`src/rtl/reg_bank_mp.sv`:
```
// Register bank with one write port and two registered read ports, plus a sequential clear engine.
// Optional same-cycle write-to-read forwarding is enabled by defining RB_BYPASS_EN.
module reg_bank_mp #(
    parameter int DATA_W   = 16,
    parameter int NUM_REGS = 35,
    parameter int ADDR_W   = 6,
    parameter int R0_ZERO  = 0
) (
    input  logic              clk,
    input  logic              rst_n,
    input  logic              wr_en,
    input  logic [ADDR_W-1:0] wr_addr,
    input  logic [DATA_W-1:0] wr_data,
    input  logic [ADDR_W-1:0] rd_a_addr,
    input  logic [ADDR_W-1:0] rd_b_addr,
    input  logic              clr_req,
    output logic [DATA_W-1:0] rd_a_data,
    output logic [DATA_W-1:0] rd_b_data,
    output logic              busy,
    output logic              wr_err
);

    typedef enum logic [0:0] {
        ST_CLEAR = 1'b0,
        ST_IDLE  = 1'b1
    } state_t;

    localparam logic [ADDR_W:0]   NUM_REGS_C = (ADDR_W + 1)'(NUM_REGS);
    localparam logic [ADDR_W-1:0] LAST_IDX_C = ADDR_W'(NUM_REGS - 1);
    localparam logic [ADDR_W-1:0] CNT_ONE_C  = ADDR_W'(1);
`ifdef RB_BYPASS_EN
    localparam logic BYPASS_C = 1'b1;
`else
    localparam logic BYPASS_C = 1'b0;
`endif

    function automatic logic addr_legal(input logic [ADDR_W-1:0] addr);
        return ({1'b0, addr} < NUM_REGS_C);
    endfunction

    function automatic logic addr_forced_zero(input logic [ADDR_W-1:0] addr);
        return (R0_ZERO != 0) && (addr == {ADDR_W{1'b0}});
    endfunction

    function automatic logic [DATA_W-1:0] read_sel(
        input logic [ADDR_W-1:0] addr,
        input logic [DATA_W-1:0] reg_val,
        input logic              fwd,
        input logic [DATA_W-1:0] fwd_val
    );
        logic [DATA_W-1:0] val;
        if (!addr_legal(addr) || addr_forced_zero(addr)) begin
            val = {DATA_W{1'b0}};
        end else if (fwd) begin
            val = fwd_val;
        end else begin
            val = reg_val;
        end
        return val;
    endfunction

    state_t            state_r;
    state_t            state_n_s;
    logic [ADDR_W-1:0] clr_cnt_r;
    logic [ADDR_W-1:0] clr_cnt_n_s;
    logic [DATA_W-1:0] regs_r [0:NUM_REGS-1];
    logic [DATA_W-1:0] rd_a_raw_s;
    logic [DATA_W-1:0] rd_b_raw_s;
    logic [DATA_W-1:0] rd_a_n_s;
    logic [DATA_W-1:0] rd_b_n_s;
    logic              wr_commit_s;
    logic              wr_err_n_s;
    logic [DATA_W-1:0] rd_a_data_r;
    logic [DATA_W-1:0] rd_b_data_r;
    logic              busy_r;
    logic              wr_err_r;

    // Out-of-range addresses index garbage here; read_sel masks them to zero.
    assign rd_a_raw_s = regs_r[rd_a_addr];
    assign rd_b_raw_s = regs_r[rd_b_addr];

    // Next-state, write qualification and next read values.
    always_comb begin
        state_n_s   = state_r;
        clr_cnt_n_s = clr_cnt_r;
        wr_commit_s = 1'b0;
        wr_err_n_s  = 1'b0;
        rd_a_n_s    = {DATA_W{1'b0}};
        rd_b_n_s    = {DATA_W{1'b0}};
        case (state_r)
            ST_CLEAR: begin
                if (clr_cnt_r == LAST_IDX_C) begin
                    state_n_s   = ST_IDLE;
                    clr_cnt_n_s = {ADDR_W{1'b0}};
                end else begin
                    clr_cnt_n_s = clr_cnt_r + CNT_ONE_C;
                end
            end
            ST_IDLE: begin
                wr_commit_s = wr_en && addr_legal(wr_addr) && !addr_forced_zero(wr_addr);
                wr_err_n_s  = wr_en && !addr_legal(wr_addr);
                // Reads are suppressed on the entry edge so outputs are 0 whenever busy is high.
                if (clr_req) begin
                    state_n_s   = ST_CLEAR;
                    clr_cnt_n_s = {ADDR_W{1'b0}};
                end else begin
                    rd_a_n_s = read_sel(rd_a_addr, rd_a_raw_s,
                                        BYPASS_C && wr_commit_s && (wr_addr == rd_a_addr), wr_data);
                    rd_b_n_s = read_sel(rd_b_addr, rd_b_raw_s,
                                        BYPASS_C && wr_commit_s && (wr_addr == rd_b_addr), wr_data);
                end
            end
            default: begin
                state_n_s   = ST_CLEAR;
                clr_cnt_n_s = {ADDR_W{1'b0}};
            end
        endcase
    end

    // Control state and registered outputs.
    always_ff @(posedge clk or negedge rst_n) begin
        if (!rst_n) begin
            state_r     <= ST_CLEAR;
            clr_cnt_r   <= {ADDR_W{1'b0}};
            busy_r      <= 1'b1;
            rd_a_data_r <= {DATA_W{1'b0}};
            rd_b_data_r <= {DATA_W{1'b0}};
            wr_err_r    <= 1'b0;
        end else begin
            state_r     <= state_n_s;
            clr_cnt_r   <= clr_cnt_n_s;
            busy_r      <= (state_n_s == ST_CLEAR);
            rd_a_data_r <= rd_a_n_s;
            rd_b_data_r <= rd_b_n_s;
            wr_err_r    <= wr_err_n_s;
        end
    end

    // Storage array: intentionally unreset, the clear engine zeroes it after reset release.
    always_ff @(posedge clk) begin
        if (state_r == ST_CLEAR) begin
            regs_r[clr_cnt_r] <= {DATA_W{1'b0}};
        end else if (wr_commit_s) begin
            regs_r[wr_addr] <= wr_data;
        end
    end

    assign rd_a_data = rd_a_data_r;
    assign rd_b_data = rd_b_data_r;
    assign busy      = busy_r;
    assign wr_err    = wr_err_r;

endmodule
```
`config.mk`:
```
export PLATFORM = sky130hd
export DESIGN_NAME = reg_bank_mp
export DESIGN_NICKNAME = d
export VERILOG_FILES = /design/src/rtl/reg_bank_mp.sv
export SDC_FILE = /design/constraint.sdc
export NUM_CORES = 1
export LEC_CHECK = 0
export ABC_AREA = 1
export CORE_ASPECT_RATIO = 1.5
export CORE_MARGIN = 3
export CORE_UTILIZATION = 40
export CTS_CLUSTER_DIAMETER = 60
export DETAILED_ROUTE_END_ITERATION = 6
export DONT_BUFFER_PORTS = 1
export SKIP_LAST_GASP = 1
export SYNTH_ARGS = -nofsm -noshare
export SYNTH_HDL_FRONTEND = slang
export SYNTH_SLANG_ARGS = --single-unit
```
`constraint.sdc`:
```
create_clock -name clk -period 4.83 [get_ports clk]
set_input_delay 1.2075 -clock clk [delete_from_list [all_inputs] [get_ports clk]]
set_output_delay 1.2075 -clock clk [all_outputs]
set_load 0.01 [all_outputs]
```
==> results of run 1 <==
[layout by cell type, fill, tap and decap left out, drive strengths merged]
master    instances
buf              85
dfrtp            40
o211ai          124
clkinv           28
nor4              1
a31oi             1
clkbuf           71
a211oi            3
xnor2             1
nand2          1195
bufinv            6
clkinvlp          1
edfxtp          560
nor2            213
inv             486
diode             1
nand3b            1
nand3           595
nand4             9
ha                2
xor2              1
a21oi           134
dfstp             1
o22ai             2
o21ai            55
[metrics by stage]
| step | power, mW | std cells | instance area, um^2 | hold slack (ns) |
|---|---|---|---|---|
| 6_report | 12.9 | 4624 | 34000 | 0.258 |
| 5_1_grt | 13.4 | 4623 | 34000 | 0.239 |
| 4_1_cts | 13.0 | 4623 | 34000 | 0.232 |
| 3_5_place_dp | 8.44 | 4517 | 32100 | 0.568 |
| 3_3_place_gp | 8.42 | 4517 | 32100 | 0.566 |
| 2_1_floorplan | 7.77 | 3656 | 31200 | 0.499 |
[cell families (layout without fill, tap and decap cells)]
kind of cell | after synthesis | in the layout
AOI/OAI and AO/OA | 319 | 319
adders and majority gates | 2 | 2
buffers and inverters | 718 | 677
DFF | 601 | 601
other | 0 | 1
xor gates and xnor gates | 2 | 2
and+or+nand+nor | 2014 | 2014
[layer usage]
| metal | GRT usage, % | part of all wire, % | vias to the layer above |
|---|---|---|---|
| met5 | 0 | 0 | - |
| met4 | 19.0 | 8.6 | 0 |
| met3 | 3.01 | 6.7 | 289 |
| met2 | 44.8 | 50 | 1149 |
| met1 | 30.5 | 35 | 12000 |
| li1 | - | - | 11800 |
[cell usage after synthesis (4+ instances only)]
cell type and count:
nand3_1 594, edfxtp_1 560, buf_6 10, nand4_1 9
buf_4 16, inv_1 478, dfrtp_1 40, nand2_1 1189
nand2_2 5, buf_1 18, clkbuf_1 35, a21oi_1 133
inv_2 7, o21ai_2 4, o211ai_1 124, nor2_1 211
buf_2 153, o21ai_0 49
[power by group through the flow]
stage / combinational (mW) / clock (mW) / sequential [mW]
finish: 2.04 / 4.57 / 6.32
detailed placement: 2.01 / 0 / 6.43
global route: 2.21 / 4.81 / 6.35
global placement: 1.99 / 0 / 6.43
CTS: 2.02 / 4.62 / 6.32
floorplan: 1.38 / 0 / 6.39
[registers in the layout (all words and copies together), names as in the netlist]
name,count
rd_b_data,16
busy,1
rd_a_data,16
regs_r,560
clr_cnt_r,6
state_r,1
wr_err,1
[final cells by class]
type                    instances  area [um^2]
fillers                      7386        42800
clock inverters                35          339
repair buffers                 85          726
well taps                    1008         1260
diodes                          1         2.50
multi-input cells            2337        10500
clock buffers                  71         1540
flip-flops and latches        601        17800
inverters                     486         1840
[worst max-delay path: stages]
cell and delay (ns):
nor2_1 0.08, nand3_1 0.08, nand2_2 0.11, nand2_4 0.29, o21ai_2 0.45, nand4_1 0.62
nor2_1 0.26, buf_4 0.31
[how the worst min path moves through the flow]
stage	end	slack (ns)	cells after the start
global placement	clr_cnt_r[4]	0.57	1
detailed placement	clr_cnt_r[4]	0.57	1
CTS	rd_a_data[9]	0.23	0
floorplan	state_r	0.50	1
global route	rd_b_data[2]	0.24	0
finish	clr_cnt_r[4]	0.26	0
==> results summary, run 1 <==
Pin placement for this block handled 72 I/O pins. The worst endpoint required time is 5.15 ns. The worst setup path is launched from a primary input. The final weighted congestion of routability-driven global placement is 0.952. The number of nets in the finished design is 3607.

The worst setup path is of the primary input to flip-flop kind. The height of the die is 348 um. The number of remaining DRC errors is 0. The number of post-CTS setup repair buffers is 0. The total global routing overflow came out at 0. The worst pin sits at a relative slew slack of -1.49%. The wire-length estimate of the detail-placed layout is 67500 um. The max-slew violation count is 41. Summing the areas of all fa, ha and maj instances in the mapped netlist gives 0.0801% of the synthesized area.

The average wire length per cell after detail routing came out at 23.5 um. Global routing used 26.3% of the available tracks. The switching part of the total power came out at 28.2%.

The switching power total is 3.65 mW. Of the total synthesized cell area, the portion taken by XOR and XNOR cells is 0.0561%. The first TritonRoute pass finished after 6 iterations. The maximum operating frequency is 322 MHz. The setup TNS after final layout came out at 0 ns.

Entering global routing, the biggest net connects 365 pins. TritonCTS built the clock tree. The number of global-route vias before repair is 23700. The most critical setup path has its endpoint at regs_r[18][7]. The effective utilization at floorplan is 40.7%.

Setup slack on the worst reg-to-reg path comes out at 1.95 ns. The die area came out at 81500 um^2. The number of cells traversed by the worst register-to-register path is 7.

The total number of vias came out at 25200. The sequential cell fraction of total power is 48.9%. The count of endpoints failing hold in the final timing report is 0. In this run, post-CTS hold repair placed 0 buffers. The number of antenna violations at the first check in global routing came out at 1. The average size of a mapped cell is 8.54 um^2. The run finished, with violations left. The worst-case IR drop observed on VDD is 0.271 mV.

The largest total area in the synthesized netlist belongs to edfxtp_1. The clock passes through at most 3 buffers. The utilization after layout came out at 44.3%. In this run the horizontal extent of the chip is 234 um. The share of the yosys chip area belonging to registers came out at 57.1%. The worst register-to-register path begins at state_r. After floorplanning, the core was divided into 124 placement rows.

Summed over its instances, the top area cell type makes up 53.9% of the synthesized netlist area. The multiplexer area fraction after synthesis is 0%. The setup slack at placement is 1.13 ns. The number of enable flip-flop cells after synthesis is 560. The path type of the worst min-delay path is primary input to asynchronous set/reset pin. The area of the mapped netlist is 31200 um^2. The root buffer cell is clkbuf_16. The power density over the cells came out at 380 nW/um^2. The capture point of the worst reg-to-reg path is regs_r[18][7].

The final worst-path cycle share came out at 64.3%. At the worst endpoint, the arrival time is 3.43 ns. The dominant register cell in the synthesized netlist is edfxtp_1. The clock network fraction of total power came out at 35.3%. After the first detailed-routing iteration, the DRC count stood at 2841.

Input and output buffers added on the ports amount to 0. Cell internal power was estimated by the tool at 9.29 mW. The count of unique library cells instantiated by Yosys is 34. The maximum fanout along the worst path is 27.

The number of failing setup endpoints in the final timing report came out at 0. The clock transition at the registers of the reported paths came out at 0.07 ns. Counting the buffers created by CTS gives 56.

The worst setup path is captured at a flip-flop. The main combinational cell family by area after synthesis is simple AND/OR/NAND/NOR gates. The area fraction in compound gates after synthesis came out at 6.23%. The first global-routing pass estimated 156000 um of wire. The number of instances in the synthesized netlist came out at 3656.

The portion of total power attributed to combinational logic is 15.8%. The leakage power is 14.6 nW. The clock period could shrink to 3.11 ns. The warning count from the yosys run came out at 0. In this run the standard cell core region covers 76800 um^2. The number of maximum-capacitance constraint violations is 0. The layout overhead on the synthesized area came out at 8.97%. The count of nets left with antenna violations after detail routing is 0. Between clock sinks in the finished design, the worst skew comes to 0.0104 ns.

The clock tree synthesis step divided the H-tree into 2 levels. The start point of the critical path is wr_addr[4]. Setup repair after global routing left no endpoint under its margin. The number of nets produced by synthesis is 3696.

Sorting the synthesized cells by area gives the leading types as edfxtp_1, nand2_1, nand3_1, inv_1, dfrtp_1. The final reports fail on slew limit. The post-CTS resize count is 0. The register bit total from synthesis came out at 601. The actual transition at the worst max-transition pin came out at 1.52 ns. After detailed routing, the number of vias per cell comes to 5.46. The total number of clock tree sinks came out at 601. Cells with a size suffix above 1 make up 6.45% of the layout. The async set-or-reset flop fraction in the synthesized netlist is 6.82%.

The simple-gate share of the synthesized area is 26.8%. For the worst-skew pair, the clock arrives at the later sink with an insertion delay of 0.64 ns. The post-route worst setup slack came out at 1.72 ns.

Summed over all layers, the routed wires come to 109000 um.
(Power assumes the default switching activity.)
==> run 2: changes to the inputs <==
clock period = 2.55 ns   (was 4.83 ns; I/O delays follow)
==> run 2 against run 1 <==
  * The flow now finishes without violations
  * Worst setup slack got worse by 1.4 ns
  * Die area did not move
  * Register-to-register slack got worse by 1.6 ns
  * Core utilization rose by 1.4 points
  * Combinational power rose by 120%
  * Flip-flop and latch count did not move
  * Largest cell class unchanged
==> results summary, run 2 (synthesis gave the netlist of run 1 again) <==
The leading cell type in the layout, fill and taps excluded is nand2_1. Leaving out fill and tap cells, the most frequent cells in the layout are nand2_1, nand3_1, edfxtp_1, inv_1, nor2_1. The number of cells traversed by the worst register-to-register path is 11 (+4). The effective utilization at floorplan is 40.7% (unchanged). The actual transition at the worst max-transition pin is 0.853 ns (-0.670 ns).

The cell depth of the worst hold path came out at 1. The number of remaining DRC errors is 0 (unchanged). The run finished with clean final reports.

The total global routing overflow was 0 (unchanged). The internal reg-to-reg setup slack is 0.32 ns (-1.63 ns). The startpoint identified for the worst register-to-register timing path is state_r.

The number of placed cells counting well taps is 4578 (+1.4%). The leakage power is 15.0 nW (+2.9%). The data arrival time at the worst-slack endpoint came to 2.54 ns (-0.89 ns).

The average wire length per cell after detail routing was 23.6 um (+0.43%). The number of maximum-capacitance constraint violations came out at 0 (unchanged). The maximum operating frequency is 448 MHz. The max-slew violation count came out at 0 (-100%). The H-tree depth came to 2 (unchanged).

The signal on the critical path passes through nand2_1 > inv_2 > nand2_4 > buf_4 > nand2_1 > o21ai_2 > inv_1 > nand4_1 > buf_4 > nor2_1 > buf_4. TritonCTS built the clock tree. The worst-case headroom to the max-slew limit was 43.1% (+45 points). The number of filler instances in the final layout is 7453 (+0.91%). The clock transition at the registers of the reported paths is 0.06 ns (about the same). The number of failing setup endpoints in the final timing report came out at 0 (unchanged). The count of endpoints failing hold in the final timing report came out at 0 (unchanged). The latest clock arrival within the worst-skew pair is 0.62 ns (-0.02 ns). The first-pass GRT wire length is 160000 um (+2.4%). The maximum fanout along the worst path is 16 (-41%). The count of standard-cell rows came out at 124 (unchanged). The flip-flop count of the largest register, all copies and words added is 560 (unchanged).

The portion of total power attributed to combinational logic came to 17.8% (+2.0 points). In this run the worst hold path is classified as primary input to flip-flop. The count of nets left with antenna violations after detail routing came to 0 (unchanged). The total number of vias came to 25900 (+2.5%). The final weighted congestion of routability-driven global placement is 1.00 (+5.2%).

The startpoint identified for the worst hold timing path is clr_req. The setup TNS after final layout came out at 0 ns (unchanged). Clock tree synthesis selected as its root buffer the cell clkbuf_16.

The power density over the cells was 704 nW/um^2 (+85%). The number of nets in the finished design is 3668 (+1.7%). The maximum number of pins on one net before global-route repair is 365 (unchanged).

The HPWL after detailed placement is 69900 um (+3.6%). The number of antenna diodes came out at 0 (-1). The switching part of the total power is 28.0% (-0.18 points). The placeable core region came out at 76800 um^2 (unchanged). The final worst clock skew came to 0.0258 ns (+0.0154 ns). The worst endpoint required time is 2.86 ns (-2.29 ns).

The cell area after placement came out at 33300 um^2 (+3.5%). The number of DRC markers after the initial detailed-route iteration came out at 3094 (+8.9%). The number of global-route vias before repair is 24700 (+4.0%). The first-pass iteration count of the detailed router came out at 6 (unchanged). The maximum single-stage delay on the critical path was 0.42 ns (-0.20 ns). The internal power contribution came out at 17.8 mW (+91%). The critical path is of the flip-flop to flip-flop type. The horizontal die dimension is 234 um (unchanged).

Setup repair after global routing left no endpoint under its margin. The final instance area came out at 35100 um^2 (+3.1%). The endpoint identified for the worst register-to-register timing path is regs_r[20][8]. The cell at the slowest stage of the critical path is dfrtp_1. The cell family with the largest share of critical-path delay is buffers and inverters. The port buffer count is 0 (unchanged). The layout overhead on the synthesized area came out at 12.4%. The count of buffer and inverter cells on the critical path came out at 5 (+4). The proportion of layout cells with a drive suffix above 1 is 7.74% (+1.3 points).

The number of buffers inserted during clock tree synthesis is 54 (-3.6%). The final worst-path cycle share came out at 87.5%. The average via count per standard cell is 5.53 (+1.4%).

The I/O pin count was 72 (unchanged). The maximum resistive drop on vdd is 0.644 mV (+140%). The cell repeated most along the worst path is buf_4. The worst setup path is captured at a flip-flop. The total routed wirelength came out at 110000 um (+1.6%). The number of antenna violations at the first check in global routing is 3 (+2). More flip-flops sit in one register than any other, and that register is regs_r. The die area came out at 81500 um^2 (unchanged). The total number of clock tree sinks came to 601 (unchanged). The count of non-filler cells in the finished layout is 4676 (+1.1%). The total global routing track utilization came out at 26.8% (+0.54 points). The clock network fraction of total power is 33.7% (-1.6 points). The minimum clock period after layout is 2.23 ns. The maximum clock insertion buffer count came out at 3 (unchanged). The sequential cell fraction of total power came out at 48.5% (-0.4 points). The endpoint of the worst hold-timing path is state_r. The height of the die came out at 348 um (unchanged).

STA classifies the critical path startpoint as a flip-flop. The switching power total came out at 6.92 mW (+90%).
[run 2: worst max-delay path by stage]
stage,startpoint,cells after the start,slack (ns),to
after detailed placement,wr_addr[4],12,-0.02,regs_r[20][12]
after global routing,state_r,11,0.13,regs_r[20][13]
after CTS,state_r,11,0.29,regs_r[20][12]
after floorplan,wr_addr[4],10,-0.08,regs_r[8][0]
after global placement,wr_addr[4],12,-0.07,regs_r[20][12]
final,state_r,11,0.32,regs_r[20][8]
[run 2: per-layer routing]
layer  part of all wire [%]  vias up  GRT usage, %  wire (um)
met1                     34    12300          30.3      37500
met2                     48     1313          43.7      52700
met3                    6.9      385          3.55       7560
met5                      0        -             0          0
met4                     11        0          24.8      12500
li1                       -    11900             -          -
[run 2: stage by stage]
stage,worst slack [ns],power [mW],hold WS (ns),utilization [%]
after floorplan,-0.0831,14.7,0.342,-
after global placement,-0.0676,16.4,0.343,43.3
after detailed placement,-0.0170,16.5,0.343,43.3
after CTS,0.292,24.8,0.107,45.7
after global routing,0.134,25.6,0.128,45.7
final,0.319,24.7,0.138,45.7
[run 2: cell type report]
class,count,area [um^2],area share (%)
clock buffers,72,1520,4.33
clock inverters,24,246,0.703
multi-input cells,2337,10500,29.9
repair buffers,148,1900,5.41
flip-flops and latches,601,17800,50.9
inverters,486,1840,5.24
well taps,1008,1260,3.59
[run 2: timing repair]
item                                   in CTS  in global routing
endpoints found under the hold margin      41                  0
setup buffers                               0                  0
hold buffers                                2                  0
gates resized for setup                     0                  0
[run 2: power by group through the flow]
stage,clock [mW],sequential [mW],combinational (mW)
after floorplan,0,12.1,2.62
after global placement,0,12.2,4.29
after detailed placement,0,12.2,4.33
after CTS,8.44,12.0,4.37
after global routing,8.83,12.0,4.75
final,8.32,12.0,4.40
[run 2: worst reg2reg max path, cell delays in order (launching register included)]
cell and delay [ns]:
dfrtp_1 0.42, nand2_1 0.10, inv_2 0.09, nand2_4 0.11, buf_4 0.17, nand2_1 0.06
o21ai_2 0.10, inv_1 0.12, nand4_1 0.17, buf_4 0.19, nor2_1 0.13, buf_4 0.27
